File: config.mk
export PLATFORM = sky130hd
export DESIGN_NAME = ofifo_drain_ctrl
export DESIGN_NICKNAME = d
export VERILOG_FILES = /design/src/rtl/ofifo_drain_ctrl.sv
export SDC_FILE = /design/constraint.sdc
export NUM_CORES = 1
export LEC_CHECK = 0
export BUFFER_PORTS_ARGS = -buffer_cell sky130_fd_sc_hd__buf_4
export CORE_ASPECT_RATIO = 1.4
export CORE_MARGIN = 5
export CORE_UTILIZATION = 50
export DETAILED_ROUTE_END_ITERATION = 10
export PLACE_DENSITY_LB_ADDON = 0.05
export SETUP_SLACK_MARGIN = 0.02
export SLEW_MARGIN = 5
export SYNTH_ARGS = -nofsm -noshare
export SYNTH_HDL_FRONTEND = slang
export SYNTH_SLANG_ARGS = --single-unit
export TNS_END_PERCENT = 10
File: constraint.sdc
create_clock -name clk -period 3.1 [get_ports clk]
set_clock_uncertainty 0.1 [all_clocks]
set_input_delay 0.31 -clock clk [delete_from_list [all_inputs] [get_ports clk]]
set_output_delay 0.31 -clock clk [all_outputs]
set_load 0.1 [all_outputs]
File: src/rtl/ofifo_drain_ctrl.sv
// Drains the column-parallel output FIFO into the psum SRAM after each tile.
// Define OFIFO_DRAIN_STALL_CNT_EN to add the stall_cycles counter port.
module ofifo_drain_ctrl #(
    parameter int COL    = 8,
    parameter int BW     = 4,
    parameter int ADDR_W = 11,
    parameter int CNT_W  = 11,
    parameter int RD_LAT = 2
) (
    input  logic              clk,
    input  logic              reset,
    input  logic              start,
    input  logic [ADDR_W-1:0] base_addr,
    input  logic [CNT_W-1:0]  num_words,
    input  logic              ofifo_valid,
    output logic              ofifo_rd,
    input  logic [BW*COL-1:0] ofifo_data,
    output logic              sram_cen,
    output logic              sram_wen,
    output logic [ADDR_W-1:0] sram_addr,
    output logic [BW*COL-1:0] sram_din,
    output logic              busy,
    output logic              done
`ifdef OFIFO_DRAIN_STALL_CNT_EN
    ,
    output logic [31:0]       stall_cycles
`endif
);

    localparam int DW   = BW * COL;
    localparam int CD_W = (RD_LAT > 1) ? $clog2(RD_LAT) : 1;

    typedef enum logic [1:0] {S_IDLE, S_DRAIN, S_WAIT, S_DONE} state_t;

    state_t              state_reg;
    logic [ADDR_W-1:0]   base_reg;
    logic [CNT_W-1:0]    num_reg;
    logic [CNT_W-1:0]    issued_reg;
    logic [CNT_W-1:0]    written_reg;
    logic [CD_W-1:0]     cd_reg;
    logic [RD_LAT-1:0]   pipe_reg;
    logic                ofifo_rd_reg;
    logic                sram_cen_reg;
    logic                sram_wen_reg;
    logic [ADDR_W-1:0]   sram_addr_reg;
    logic [DW-1:0]       sram_din_reg;
    logic                busy_reg;
    logic                done_reg;

    logic rd_ok;
    logic pipe_out;

    // cd_reg enforces the RD_LAT spacing so a stale o_valid cannot over-read.
    assign rd_ok    = ofifo_valid && (issued_reg < num_reg) && (cd_reg == '0);
    assign pipe_out = pipe_reg[RD_LAT-1];

    always_ff @(posedge clk) begin
        if (reset) begin
            state_reg     <= S_IDLE;
            base_reg      <= '0;
            num_reg       <= '0;
            issued_reg    <= '0;
            written_reg   <= '0;
            cd_reg        <= '0;
            pipe_reg      <= '0;
            ofifo_rd_reg  <= 1'b0;
            sram_cen_reg  <= 1'b1;
            sram_wen_reg  <= 1'b1;
            sram_addr_reg <= '0;
            sram_din_reg  <= '0;
            busy_reg      <= 1'b0;
            done_reg      <= 1'b0;
        end else begin
            ofifo_rd_reg <= 1'b0;
            sram_cen_reg <= 1'b1;
            sram_wen_reg <= 1'b1;
            done_reg     <= 1'b0;

            for (int i = RD_LAT - 1; i > 0; i--) begin
                pipe_reg[i] <= pipe_reg[i-1];
            end
            pipe_reg[0] <= ofifo_rd_reg;

            if (cd_reg != '0) begin
                cd_reg <= cd_reg - 1'b1;
            end

            // Pipe exit marks the cycle the FIFO row is valid on ofifo_data.
            if (pipe_out) begin
                sram_cen_reg  <= 1'b0;
                sram_wen_reg  <= 1'b0;
                sram_addr_reg <= base_reg + ADDR_W'(written_reg);
                sram_din_reg  <= ofifo_data;
                written_reg   <= written_reg + 1'b1;
            end

            case (state_reg)
                S_IDLE: begin
                    if (start) begin
                        base_reg    <= base_addr;
                        num_reg     <= num_words;
                        issued_reg  <= '0;
                        written_reg <= '0;
                        cd_reg      <= '0;
                        if (num_words != '0) begin
                            state_reg <= S_DRAIN;
                            busy_reg  <= 1'b1;
                        end else begin
                            state_reg <= S_DONE;
                        end
                    end
                end
                S_DRAIN: begin
                    if (issued_reg == num_reg) begin
                        state_reg <= S_WAIT;
                    end else if (rd_ok) begin
                        ofifo_rd_reg <= 1'b1;
                        issued_reg   <= issued_reg + 1'b1;
                        cd_reg       <= CD_W'(RD_LAT - 1);
                    end
                end
                S_WAIT: begin
                    if (pipe_out && (written_reg == num_reg - 1'b1)) begin
                        state_reg <= S_DONE;
                        busy_reg  <= 1'b0;
                    end
                end
                S_DONE: begin
                    done_reg  <= 1'b1;
                    state_reg <= S_IDLE;
                end
                default: state_reg <= S_IDLE;
            endcase
        end
    end

    assign ofifo_rd  = ofifo_rd_reg;
    assign sram_cen  = sram_cen_reg;
    assign sram_wen  = sram_wen_reg;
    assign sram_addr = sram_addr_reg;
    assign sram_din  = sram_din_reg;
    assign busy      = busy_reg;
    assign done      = done_reg;

`ifdef OFIFO_DRAIN_STALL_CNT_EN
    logic [31:0] stall_reg;

    always_ff @(posedge clk) begin
        if (reset) begin
            stall_reg <= '0;
        end else if (state_reg == S_IDLE && start) begin
            stall_reg <= '0;
        end else if (state_reg == S_DRAIN && issued_reg < num_reg && !ofifo_valid
                     && stall_reg != '1) begin
            stall_reg <= stall_reg + 1'b1;
        end
    end

    assign stall_cycles = stall_reg;
`endif

endmodule

# Word-level counts from Yosys, hierarchy flattened
# Cells that the tools add are included.
# op_classes
addsub,5
n_lt_le_gt_ge,1
n_eq_ne,11
mux,24
bitwise_logic,2
reduce_logical,12
# ops
op,count
two-way mux 11 bit,6
adder 11 x 1 -> 11 bit (second input constant),2
== test 11 bit,2
case mux 11 bit (2 select lines),1
inequality test 2 bit (second input constant),6
adder 11 bit,1
< comparator 11 bit,1
nonzero test 11 bit,1
subtractor 11 x 1 -> 11 bit (second input constant),1
two-way mux 1 bit,10
two-way mux 2 bit,4
case mux 2 bit (4 select lines),1
AND reduction 4 bit,2
== test 2 bit (second input constant),2
case mux 1 bit (2 select lines),2
nonzero test 2 bit,2
logical AND 1 bit,3
AND reduction 3 bit,1
OR reduction 3 bit,1
== test 2 x 1 -> 1 bit (second input constant),1
logical NOT 2 bit,1
NOT 1 bit,2
AND reduction 2 bit,1
subtractor 1 bit (second input constant),1
# totals
reg_bits,96
inputBits,58
out_inout_bits,48
wordCells,68

# Logic depth before layout (Yosys ltp)
# depth
word_depth,6
mapped_depth,11
ltp_nobuf,10

# Worst setup path before layout
# OpenSTA, ideal clock, no wires.
# synth_timing
path_kind,reg-to-reg
start,reg num_reg[0]
end,reg state_reg[1]
setup_time_ns,0.123
arrival_ns,2.401
required_time_ns,2.877
slack_ns,0.476
path_stages_with_launch,10
n_path_buf,0
period_less_slack_ns,2.624
path_cell_list,dfxtp_1 -> inv_1 -> ha_1 -> or4b_4 -> nor2_1 -> xnor2_1 -> or4_4 -> a211oi_2 -> o211ai_2 -> mux2_1
# synth_between
elab_chain_len,5
elab_cells_between_ends,7
cone_classes,1 x add/sub; 4 x eq/ne; 2 x reduce/logical
# synth_rtl
element,line,rtl
"start, declared",37,logic [CNT_W-1:0] num_reg;
"start signal, assigned",101,num_reg <= num_words;
subtractor 11 x 1 -> 11 bit,123,if (pipe_out && (written_reg == num_reg - 1'b1)) begin
== test 11 bit,123,
logical AND 1 bit,123,
inequality test 2 bit (no line),n/a,
AND reduction 3 bit (no line) *,n/a,
"end signal, assigned",124,state_reg <= S_DONE;
"end signal, assigned",130,state_reg <= S_IDLE;
"end signal, assigned",132,default: state_reg <= S_IDLE;
"end, declared",35,state_t state_reg;
# Mark *: on every way between the ends. The rest lies on a longest branch, timed or not.
# A chain may end at the register's enable or synchronous reset.

# Worst setup path after layout
# layout_timing
start,reg num_reg[1]
end,reg state_reg[1]
# Same word-level chain as after synthesis.

==> results.yml <==
job:
  max_cap_viol_count: 0
worst_setup_path:
  cp_max_fo: 5
  crit_required_ps: 3230
  crit_path_top_delay_cell: "or4b_4"
  slowest_delay_ps: 510
  arrival_ps: 2960
  r2r_start: "num_reg[1]$_SDFFE_PP0P_"
  crit_chain: "inv_1 -> ha_1 -> or4b_4 -> nor2_1 -> xnor2_1 -> or4_4 -> a211oi_2 -> o211ai_2 -> mux2_1"
  critPathLaunch: "num_reg[1]$_SDFFE_PP0P_"
  endpoint_kind: "flip-flop"
  start_kind: "flip-flop"
  rrSetupSlack_ps: 270
  path_class: "reg2reg"
sta:
  holdWs_ps: 102.6
  rsz0062_at_grt: "no"
  setup_viol: 0
  min_period_ps: 2833
  worst_pin_slew_ps: 1161
  tns_ps: 0
  relSlewSlack: 0.2257
  hold_viol: 0
  period_share: 0.9138
  slew_viol_final: 0
  fmax_mhz: 353.0
finish:
  regArea_sq_mm: 0.001923
  antenna_cells: 0
  area_delta_synth_final_pct: 23.58
  largest_register_ffs: 32
  fillers: 845
  fin_area_sq_mm: 0.005829
  final_util: 0.6232
  layout.nets: 724
  drive_above_1_share: 0.2196
  multiInputGateArea_sq_mm: 0.002585
clock_network:
  clk_latency_ps: 340
  cts_hold_buf: 0
  clk_pin_slew_ps: 70
  post_cts_buffers: 0
  tritoncts: "built"
  cts.path.max_buffers: 2
  htreeDepth: 3
  cts-root-buf: "clkbuf_16"
  clock-sinks: 96
  cts_buffers: 9
  cts_resized: 0
status:
  outcome: "finished clean"
route:
  antenna_left: 0
  post_drt_wl_per_cell_um: 15.37
  first_pass_iters: 4
  wl_um: 11560
  vias: 4061
  wl_met3_um: 661
  met2_length_um: 5606
  routed_via_density: 5.400
  drt-initial-drc-count: 148
  wl_met1_um: 4915
  top_layer_used: "met4"
  drc: 0
synth:
  yosys.area.top_type_share: 0.4074
  synth-seq-cells: 96
  synthesis.nets: 632
  seq_area_frac_synth: 0.4074
  netlist_instances: 545
  ys_types: 54
  synthArstFlopShare: 0
  synth_most_common_cell: "dfxtp_1"
  synth_area_sq_mm: 0.004717
  synth-main-ff-cell: "dfxtp_1"
  synth.area.top_cells: "dfxtp_1, mux2i_1, ha_1"
  synth_warnings: 0
  ys_top_cells_by_count: "dfxtp_1, nand2_1, nor2_1"
  yosysTopAreaCell: "dfxtp_1"
  synth_edf_count: 0
  syn_avg_cell_area_sq_um: 8.655
global_route:
  antenna_found_initial: 0
  grt_overflow: 0
  grt_util_all_layers: 0.2036
  grt_pass1_wl_um: 18930
  grt_max_degree: 82
  grt_pass1_vias: 3949
placement:
  gp_congestion: 0.9085
  postPlaceCellArea_sq_mm: 0.005547
  port_buffers: 105
  dp_hpwl_um: 8512
floorplanning:
  rows: 42
  ioPinCount: 106
  design.core.area_sq_mm: 0.009354
  start_util: 0.5043
  die_w_um: 92.09
  die_area_sq_mm: 0.01150
  die_h_um: 124.9
pwr:
  seqPwrFrac: 0.419
  p_comb_frac: 0.259
  p_int_w: 0.002203
  clock_power_share: 0.322
  p_sw_frac: 0.3279
  p_sw_w: 0.001075
  p_per_area_mw_per_mm2: 562.2
  ir_worst_vdd_uv: 360.8
  p_leak_nw: 2.388
min_path:
  hp-start: "ofifo_data[19]"
  hp-class: "in2reg"
-- final cells by class --
class	instances	share of cell area
multi-input combinational	398	0.4434
sequential	96	0.3299
timing repair buffer	108	0.1391
clock buffer	10	0.04100
tap	110	0.02361
inverter	24	0.01545
clock inverter	6	0.007512
-- logic make-up (layout without fill, tap and decap cells) --
group | after synthesis | count (layout) | synth area share
and+or+nand+nor | 209 | 209 | 0.2095
DFF | 96 | 96 | 0.4074
muxes | 43 | 43 | 0.09151
buffers and inverters | 51 | 148 | 0.04456
xor gates and xnor gates | 28 | 28 | 0.05199
adders and majority gates | 29 | 29 | 0.07852
AOI/OAI and AO/OA | 89 | 89 | 0.1164
-- layer usage --
| metal | vias to the layer above | global-route usage |
|---|---|---|
| met5 | - | 0 |
| met1 | 1878 | 0.2426 |
| met3 | 17 | 0.05801 |
| li1 | 2066 | - |
| met4 | 0 | 0.08924 |
| met2 | 100 | 0.3391 |
-- placed cells by master, fill, tap and decap left out, drive strengths merged, types with 13 or more instances in the layout --
master  synthesis  final
buf             8    108
xnor2          18     18
dfxtp          96     96
mux2i          42     42
o21ai          14     14
ha             28     28
a21oi          44     44
nor2           68     68
nand3          13     13
inv            24     25
nand2          70     70
-- through the flow --
stage | setup WS, ps | std cells | power, W
after floorplan | 475.7 | 545 | 0.002024
after global placement | 333.0 | 736 | 0.002230
final | 267.1 | 752 | 0.003277
after global routing | 91.39 | 752 | 0.003455
after CTS | 255.5 | 752 | 0.003313
after detailed placement | 263.0 | 736 | 0.002248
-- worst paths after layout --
path,to,depth (start not counted)
min reg2reg,pipe_reg[1]$_SDFF_PP0_,1
min,sram_din[19]$_SDFFE_PP0P_,3
max reg2reg,state_reg[1]$_SDFFE_PP0P_,9
max,state_reg[1]$_SDFFE_PP0P_,9
-- power groups by stage --
stage	clock network [W]	registers (W)	logic [W]
2_1_floorplan	0	0.00148	0.000547
3_3_place_gp	0	0.00140	0.000834
3_5_place_dp	0	0.00140	0.000849
4_1_cts	0.00109	0.00137	0.000854
5_1_grt	0.00114	0.00138	0.000934
6_report	0.00106	0.00137	0.000849
-- critical path: cells and delay by family, from the launching register on --
kind	cells	cell delay [ps]
AOI/OAI and AO/OA	2	370
xor gates and xnor gates	1	70
adders and majority gates	1	250
buffers and inverters	1	110
DFF	1	350
muxes	1	320
and+or+nand+nor	3	1150
Power figures use the tool's default switching activity.
